File: config.mk
export PLATFORM = sky130hd
export DESIGN_NAME = cpu6_trap_ctrl_flat
export DESIGN_NICKNAME = d
export VERILOG_FILES = /design/src/rtl/cpu6_trap_ctrl_if.sv /design/src/rtl/cpu6_trap_ctrl.sv /design/src/flat_wrapper.sv
export SDC_FILE = /design/constraint.sdc
export NUM_CORES = 1
export LEC_CHECK = 0
export ABC_AREA = 1
export ABC_CLOCK_PERIOD_IN_PS = 3500
export CORE_MARGIN = 2
export CORE_UTILIZATION = 41
export CTS_CLUSTER_SIZE = 8
export DETAILED_ROUTE_END_ITERATION = 7
export GPL_ROUTABILITY_DRIVEN = 0
export MAX_ROUTING_LAYER = met4
export PLACE_DENSITY = 0.87
export SETUP_SLACK_MARGIN = 0.02
export SLEW_MARGIN = 20
export SYNTH_ARGS = -nofsm -noshare
export SYNTH_HDL_FRONTEND = slang
export SYNTH_SLANG_ARGS = --single-unit
File: constraint.sdc
create_clock -name clk -period 3.5 [get_ports clk]
set_input_delay 0.35 -clock clk [delete_from_list [all_inputs] [get_ports clk]]
set_output_delay 0.35 -clock clk [all_outputs]
set_load 0.005 [all_outputs]
File: src/rtl/cpu6_trap_ctrl_if.sv
// Pipeline <-> trap controller signal bundle: decode events, interrupt lines,
// CSR views and drain handshake in; redirect, CSR write and status strobes out.
interface cpu6_trap_ctrl_if #(
    parameter int XLEN  = 32,
    parameter int N_IRQ = 4
);
    logic [XLEN-1:0]  excp_pc;
    logic             excp_illinstr;
    logic             mret;
    logic [N_IRQ-1:0] irq_src;
    logic [N_IRQ-1:0] irq_en;
    logic             csr_mstatus_mie;
    logic [XLEN-1:0]  csr_mtvec;
    logic [XLEN-1:0]  csr_mepc;
    logic             drain_ack;

    logic             stall_req;
    logic             instr_kill;
    logic             flush_pc_ena;
    logic [XLEN-1:0]  flush_pc;
    logic             mepc_wr_ena;
    logic [XLEN-1:0]  mepc_wr;
    logic             mcause_wr_ena;
    logic [XLEN-1:0]  mcause_wr;
    logic             mstatus_trap;
    logic             mstatus_mret;
    logic [N_IRQ-1:0] irq_pending;
    logic             busy;

    modport master (
        output excp_pc, excp_illinstr, mret, irq_src, irq_en, csr_mstatus_mie,
               csr_mtvec, csr_mepc, drain_ack,
        input  stall_req, instr_kill, flush_pc_ena, flush_pc, mepc_wr_ena, mepc_wr,
               mcause_wr_ena, mcause_wr, mstatus_trap, mstatus_mret, irq_pending, busy
    );

    modport slave (
        input  excp_pc, excp_illinstr, mret, irq_src, irq_en, csr_mstatus_mie,
               csr_mtvec, csr_mepc, drain_ack,
        output stall_req, instr_kill, flush_pc_ena, flush_pc, mepc_wr_ena, mepc_wr,
               mcause_wr_ena, mcause_wr, mstatus_trap, mstatus_mret, irq_pending, busy
    );
endinterface

File: src/rtl/cpu6_trap_ctrl.sv
// Trap controller: arbitrates illegal-instruction, interrupt and mret events,
// drains the pipeline, then issues the one-cycle trap entry or return redirect.
module cpu6_trap_ctrl #(
    parameter int XLEN        = 32,
    parameter int N_IRQ       = 4,
    parameter int VECTORED_EN = 1
) (
    input logic             clk,
    input logic             reset,
    cpu6_trap_ctrl_if.slave bus
);
    typedef enum logic [1:0] {IDLE, DRAIN, TRAP, RET} state_t;
    typedef enum logic [1:0] {EV_EXC, EV_IRQ, EV_MRET} kind_t;

    state_t           state;
    kind_t            kind;
    logic [XLEN-1:0]  cap_pc;
    logic [XLEN-1:0]  cap_cause;
    logic [3:0]       cap_idx;
    logic [N_IRQ-1:0] pending;
    logic [N_IRQ-1:0] pend_clr;
    logic             eligible;
    logic [3:0]       win_idx;
    logic [XLEN-1:0]  irq_cause;
    logic [XLEN-1:0]  trap_base;
    logic [XLEN-1:0]  vec_off;

    // Scan downwards so the lowest pending index is the one left standing.
    always_comb begin
        win_idx = '0;
        for (int unsigned i = N_IRQ; i > 0; i--) begin
            if (pending[i-1]) win_idx = 4'(i - 1);
        end
    end

    assign eligible = bus.csr_mstatus_mie & (|pending);

    always_comb begin
        irq_cause         = '0;
        irq_cause[XLEN-1] = 1'b1;
        irq_cause[4:0]    = 5'd16 + {1'b0, win_idx};
    end

    always_comb begin
        pend_clr = '0;
        if (state == TRAP && kind == EV_IRQ) pend_clr = N_IRQ'(1) << cap_idx;
    end

    always_ff @(posedge clk or negedge reset) begin
        if (!reset) begin
            state     <= IDLE;
            kind      <= EV_EXC;
            cap_pc    <= '0;
            cap_cause <= '0;
            cap_idx   <= '0;
            pending   <= '0;
        end else begin
            // Clear of the taken source overrides a same-cycle re-assertion.
            pending <= (pending | (bus.irq_src & bus.irq_en)) & ~pend_clr;
            case (state)
                IDLE: begin
                    if (bus.excp_illinstr) begin
                        kind      <= EV_EXC;
                        cap_pc    <= bus.excp_pc;
                        cap_cause <= XLEN'(2);
                        state     <= DRAIN;
                    end else if (eligible) begin
                        kind      <= EV_IRQ;
                        cap_pc    <= bus.excp_pc;
                        cap_cause <= irq_cause;
                        cap_idx   <= win_idx;
                        state     <= DRAIN;
                    end else if (bus.mret) begin
                        kind      <= EV_MRET;
                        cap_pc    <= bus.excp_pc;
                        cap_cause <= '0;
                        state     <= DRAIN;
                    end
                end
                DRAIN: begin
                    if (bus.drain_ack) state <= (kind == EV_MRET) ? RET : TRAP;
                end
                TRAP:    state <= IDLE;
                RET:     state <= IDLE;
                default: state <= IDLE;
            endcase
        end
    end

    assign trap_base = {bus.csr_mtvec[XLEN-1:2], 2'b00};
    assign vec_off   = (kind == EV_IRQ && VECTORED_EN != 0 && bus.csr_mtvec[1:0] == 2'b01)
                     ? XLEN'({cap_cause[4:0], 2'b00}) : '0;

    always_comb begin
        bus.stall_req     = 1'b0;
        bus.instr_kill    = 1'b0;
        bus.flush_pc_ena  = 1'b0;
        bus.flush_pc      = '0;
        bus.mepc_wr_ena   = 1'b0;
        bus.mepc_wr       = '0;
        bus.mcause_wr_ena = 1'b0;
        bus.mcause_wr     = '0;
        bus.mstatus_trap  = 1'b0;
        bus.mstatus_mret  = 1'b0;
        bus.busy          = (state != IDLE);
        case (state)
            IDLE: bus.instr_kill = eligible;
            DRAIN: begin
                bus.stall_req  = 1'b1;
                bus.instr_kill = 1'b1;
            end
            TRAP: begin
                bus.flush_pc_ena  = 1'b1;
                bus.flush_pc      = trap_base + vec_off;
                bus.mepc_wr_ena   = 1'b1;
                bus.mepc_wr       = cap_pc;
                bus.mcause_wr_ena = 1'b1;
                bus.mcause_wr     = cap_cause;
                bus.mstatus_trap  = 1'b1;
            end
            RET: begin
                bus.flush_pc_ena = 1'b1;
                bus.flush_pc     = {bus.csr_mepc[XLEN-1:2], 2'b00};
                bus.mstatus_mret = 1'b1;
            end
            default: ;
        endcase
    end

    assign bus.irq_pending = pending;
endmodule

File: src/flat_wrapper.sv
// flat-port wrapper written by rule: the top's interface ports become plain ports
module cpu6_trap_ctrl_flat 
#(
    parameter int XLEN        = 32,
    parameter int N_IRQ       = 4,
    parameter int VECTORED_EN = 1
)
  (clk, reset, bus_excp_pc, bus_excp_illinstr, bus_mret, bus_irq_src, bus_irq_en, bus_csr_mstatus_mie, bus_csr_mtvec, bus_csr_mepc, bus_drain_ack, bus_stall_req, bus_instr_kill, bus_flush_pc_ena, bus_flush_pc, bus_mepc_wr_ena, bus_mepc_wr, bus_mcause_wr_ena, bus_mcause_wr, bus_mstatus_trap, bus_mstatus_mret, bus_irq_pending, bus_busy);
  cpu6_trap_ctrl_if #(.XLEN(XLEN), .N_IRQ(N_IRQ)) bus_i ();
  input logic clk;
  input logic reset;
  input wire logic [$bits(bus_i.excp_pc)-1:0] bus_excp_pc;
  input wire logic [$bits(bus_i.excp_illinstr)-1:0] bus_excp_illinstr;
  input wire logic [$bits(bus_i.mret)-1:0] bus_mret;
  input wire logic [$bits(bus_i.irq_src)-1:0] bus_irq_src;
  input wire logic [$bits(bus_i.irq_en)-1:0] bus_irq_en;
  input wire logic [$bits(bus_i.csr_mstatus_mie)-1:0] bus_csr_mstatus_mie;
  input wire logic [$bits(bus_i.csr_mtvec)-1:0] bus_csr_mtvec;
  input wire logic [$bits(bus_i.csr_mepc)-1:0] bus_csr_mepc;
  input wire logic [$bits(bus_i.drain_ack)-1:0] bus_drain_ack;
  output wire logic [$bits(bus_i.stall_req)-1:0] bus_stall_req;
  output wire logic [$bits(bus_i.instr_kill)-1:0] bus_instr_kill;
  output wire logic [$bits(bus_i.flush_pc_ena)-1:0] bus_flush_pc_ena;
  output wire logic [$bits(bus_i.flush_pc)-1:0] bus_flush_pc;
  output wire logic [$bits(bus_i.mepc_wr_ena)-1:0] bus_mepc_wr_ena;
  output wire logic [$bits(bus_i.mepc_wr)-1:0] bus_mepc_wr;
  output wire logic [$bits(bus_i.mcause_wr_ena)-1:0] bus_mcause_wr_ena;
  output wire logic [$bits(bus_i.mcause_wr)-1:0] bus_mcause_wr;
  output wire logic [$bits(bus_i.mstatus_trap)-1:0] bus_mstatus_trap;
  output wire logic [$bits(bus_i.mstatus_mret)-1:0] bus_mstatus_mret;
  output wire logic [$bits(bus_i.irq_pending)-1:0] bus_irq_pending;
  output wire logic [$bits(bus_i.busy)-1:0] bus_busy;
  assign bus_i.excp_pc = bus_excp_pc;
  assign bus_i.excp_illinstr = bus_excp_illinstr;
  assign bus_i.mret = bus_mret;
  assign bus_i.irq_src = bus_irq_src;
  assign bus_i.irq_en = bus_irq_en;
  assign bus_i.csr_mstatus_mie = bus_csr_mstatus_mie;
  assign bus_i.csr_mtvec = bus_csr_mtvec;
  assign bus_i.csr_mepc = bus_csr_mepc;
  assign bus_i.drain_ack = bus_drain_ack;
  assign bus_stall_req = bus_i.stall_req;
  assign bus_instr_kill = bus_i.instr_kill;
  assign bus_flush_pc_ena = bus_i.flush_pc_ena;
  assign bus_flush_pc = bus_i.flush_pc;
  assign bus_mepc_wr_ena = bus_i.mepc_wr_ena;
  assign bus_mepc_wr = bus_i.mepc_wr;
  assign bus_mcause_wr_ena = bus_i.mcause_wr_ena;
  assign bus_mcause_wr = bus_i.mcause_wr;
  assign bus_mstatus_trap = bus_i.mstatus_trap;
  assign bus_mstatus_mret = bus_i.mstatus_mret;
  assign bus_irq_pending = bus_i.irq_pending;
  assign bus_busy = bus_i.busy;
  cpu6_trap_ctrl #(.XLEN(XLEN), .N_IRQ(N_IRQ), .VECTORED_EN(VECTORED_EN)) u_core (.clk(clk), .reset(reset), .bus(bus_i));
endmodule
==> results.md <==
- Status: finished clean
- H-Tree Depth: 2
- Synth Register Bits: 44
- P per Cell Area: 466 nW/µm²
- Final worst setup slack: 151 ps
- R2r worst-path depth: 7
- Share of layout cells above drive strength 1: 0.0705
- FF-to-FF End: u_core.bus.irq_pending[1]
- Crit Path Max Fanout: 5
- Cells after Synth: 582
- Post-Syn Area: 3620 µm²
- Initial Util: 0.419
- Area Overhead vs Synth: 56.4%
- Fin crit share: 0.957
- Layout Nets: 879
- Antenna violations before repair: 0
- Residual DRC: 0
- Synth top area cells: dfrtp_1 30%, nand2_1 15%, nor2_1 12%, inv_1 8.7%, buf_4 7.3%
- Async set-reset flop share out of synthesis: 1.00
- Average via count per standard cell: 4.83
- Max Root-Sink Buffers: 2
- Share of the synthesized area in the top cell type: 0.304
- Seq/Total Area, Yosys: 0.304
- Min Hold Slack: 203 ps
- Initial drt markers: 113
- Worst Hold Class: input pin to asynchronous set/reset pin
- First-pass GRT wire length: 18300 µm
- Fin. max-slew vios: 0
- Die Height: 98.0 µm
- Vias in the first global route: 4061
- Area post-placement: 5370 µm²
- Syn_area_per_cell: 6.22 µm²
- Clock period minus worst slack: 3350 ps
- CTS tree: built
- Port bufs: 185
- CP Capture Type: primary output
- Grt total ovfl: 0
- Top_reg_cell synth: dfrtp_1
- Required @ worst endpoint: 3150 ps
- CTS Buf Count: 5
- Leakage power: 0.00287 µW
- Post-DRT Antenna Nets: 0
- Peak VDD IR: 0.000538 V
- Fill count: 715
- Post-synth EDFFs: 0
- RR Startpoint: u_core.state[0]
- I/O pin cnt: 218
- Clock Root Buffer: clkbuf_8
- GRT Total Usage: 0.236
- Worst-path clk slew: 90 ps
- Non-Filler Instances: 874
- CTS Sinks: 44
- Die Area: 9600 µm²
- Relative slew slack: 0.358
- Pre-CTS setup slack: 3.30 ps
- Total power: 2640 µW
- CP arrival: 3000 ps
- Most common cell after layout, fill and taps aside: clkdlybuf4s50_1
- Placed cell count: 857
- DRT Pass-1 Iters: 4
- Final setup viols: 0
- Routed WL: 11500 µm
- Dpl hpwl: 8810 µm
- Crit path kind: input pin to primary output
- Die span in x: 98.0 µm
- Worst setup endpoint: bus_flush_pc[8]
- FF-to-FF setup slack: 1780 ps
- Vias: 4224
- Post-CTS Hold Buffers: 0
- Most frequent cells in the layout: 174 x clkdlybuf4s50_1, 141 x nand2_1, 112 x nor2_1, 84 x inv_1, 44 x dfrtp_1
- Max Cap Viol: 0
- Yosys top cell by area: dfrtp_1
- Diodes inserted: 0
- Slew @ Worst Pin: 963 ps
- Count of cell types in the netlist: 34
- Core Region: 8640 µm²
- Mean routed wirelength per cell: 13.2 µm
- Post-route cell area: 5660 µm²
- Largest net degree at the start of global routing: 71
- Warning count from the yosys run: 0
- Fmax: 0.299 GHz
- Final-report hold violation count: 0
- Clk_lat worst skew: 300 ps
- Clk_skew: 8.96 ps
- RSZ-0062 raised after global routing: yes
- Rows: 34
- Crit path from: bus_csr_mtvec[0]
- Startpoint class of the critical path: input pin
-- flip-flops by register name (all words and copies together), names as in the netlist --
| register | count |
|---|---|
| u_core.cap_idx | 2 |
| u_core.bus.irq_pending | 4 |
| u_core.cap_cause | 2 |
| u_core.cap_pc | 32 |
| u_core.state | 2 |
| u_core.kind | 2 |
-- Yosys cell counts, drive strengths merged (2+ instances only) --
library cell  instances
o21ai                16
dfrtp                44
nor2                120
clkbuf                5
nand3                43
a22o                  2
inv                  85
a21oi                43
nand2               157
ha                    3
nor3                  2
nand3b                3
buf                  45
o31ai                 4
-- layer usage --
layer / up-vias / global-route usage / wire length [µm]
met4: 0 / 0.0823 / 303
met2: 202 / 0.414 / 5750
li1: 2089 / - / -
met3: 30 / 0.0637 / 1070
met1: 1903 / 0.257 / 4420
met5: - / - / 0
-- power by group --
group          total (µW)  switching, µW  internal, µW
Combinational        1400            726           673
Clock                 422            170           252
Sequential            816           90.0           726
-- how the worst min path moves through the flow --
| stage | from | end | depth (start not counted) |
|---|---|---|---|
| 2_1_floorplan | reset | u_core.bus.irq_pending[0] | 0 |
| 3_3_place_gp | u_core.cap_cause[0] | u_core.cap_cause[0] | 2 |
| 3_5_place_dp | u_core.cap_cause[0] | u_core.cap_cause[0] | 2 |
| 4_1_cts | reset | u_core.cap_idx[0] | 1 |
| 5_1_grt | reset | u_core.bus.irq_pending[0] | 1 |
| 6_report | reset | u_core.kind[1] | 1 |
-- worst max-delay path, cell delays in order --
cell and delay [ps]:
clkdlybuf4s50_1 450, inv_1 60, nor4_4 260, buf_4 150
inv_1 50, nor2_2 90, ha_2 200, fa_2 230
nand2_2 80, nor2_4 190, nand2_4 90, nand2_4 90
xnor2_1 70, o21ai_1 110, clkdlybuf4s50_1 520
-- per-stage QoR --
| step | setup TNS (ps) | utilization |
|---|---|---|
| global route | -42.4 | 0.656 |
| global placement | 0 | 0.622 |
| detailed placement | 0 | 0.622 |
| finish | 0 | 0.656 |
| floorplan | 0 | - |
| CTS | 0 | 0.637 |
-- final cells by class --
type | count | area [µm²] | area share
clock buffer | 7 | 96.3 | 0.0170
clock inverter | 1 | 30.0 | 0.00530
inverter | 85 | 319 | 0.0563
sequential | 44 | 1100 | 0.194
tap | 108 | 135 | 0.0239
timing repair buffer | 197 | 1960 | 0.346
multi-input combinational | 432 | 2020 | 0.357
-- logic make-up after synthesis --
kind of cell,after synthesis,synth area share
buffers and inverters,135,0.188
xor gates and xnor gates,2,0.00484
other,1,0.00104
and+or+nand+nor,328,0.380
AOI/OAI and AO/OA,68,0.106
adders and majority gates,4,0.0159
DFF,44,0.304
-- repair_timing --
action                     4_1_cts  5_1_grt
pin swaps                        0       12
buffers inserted                 0        9
resized for setup                1       28
setup endpoints to repair        2       24
gates cloned                     0        0
No activity file was read; power rests on OpenSTA's default activity.
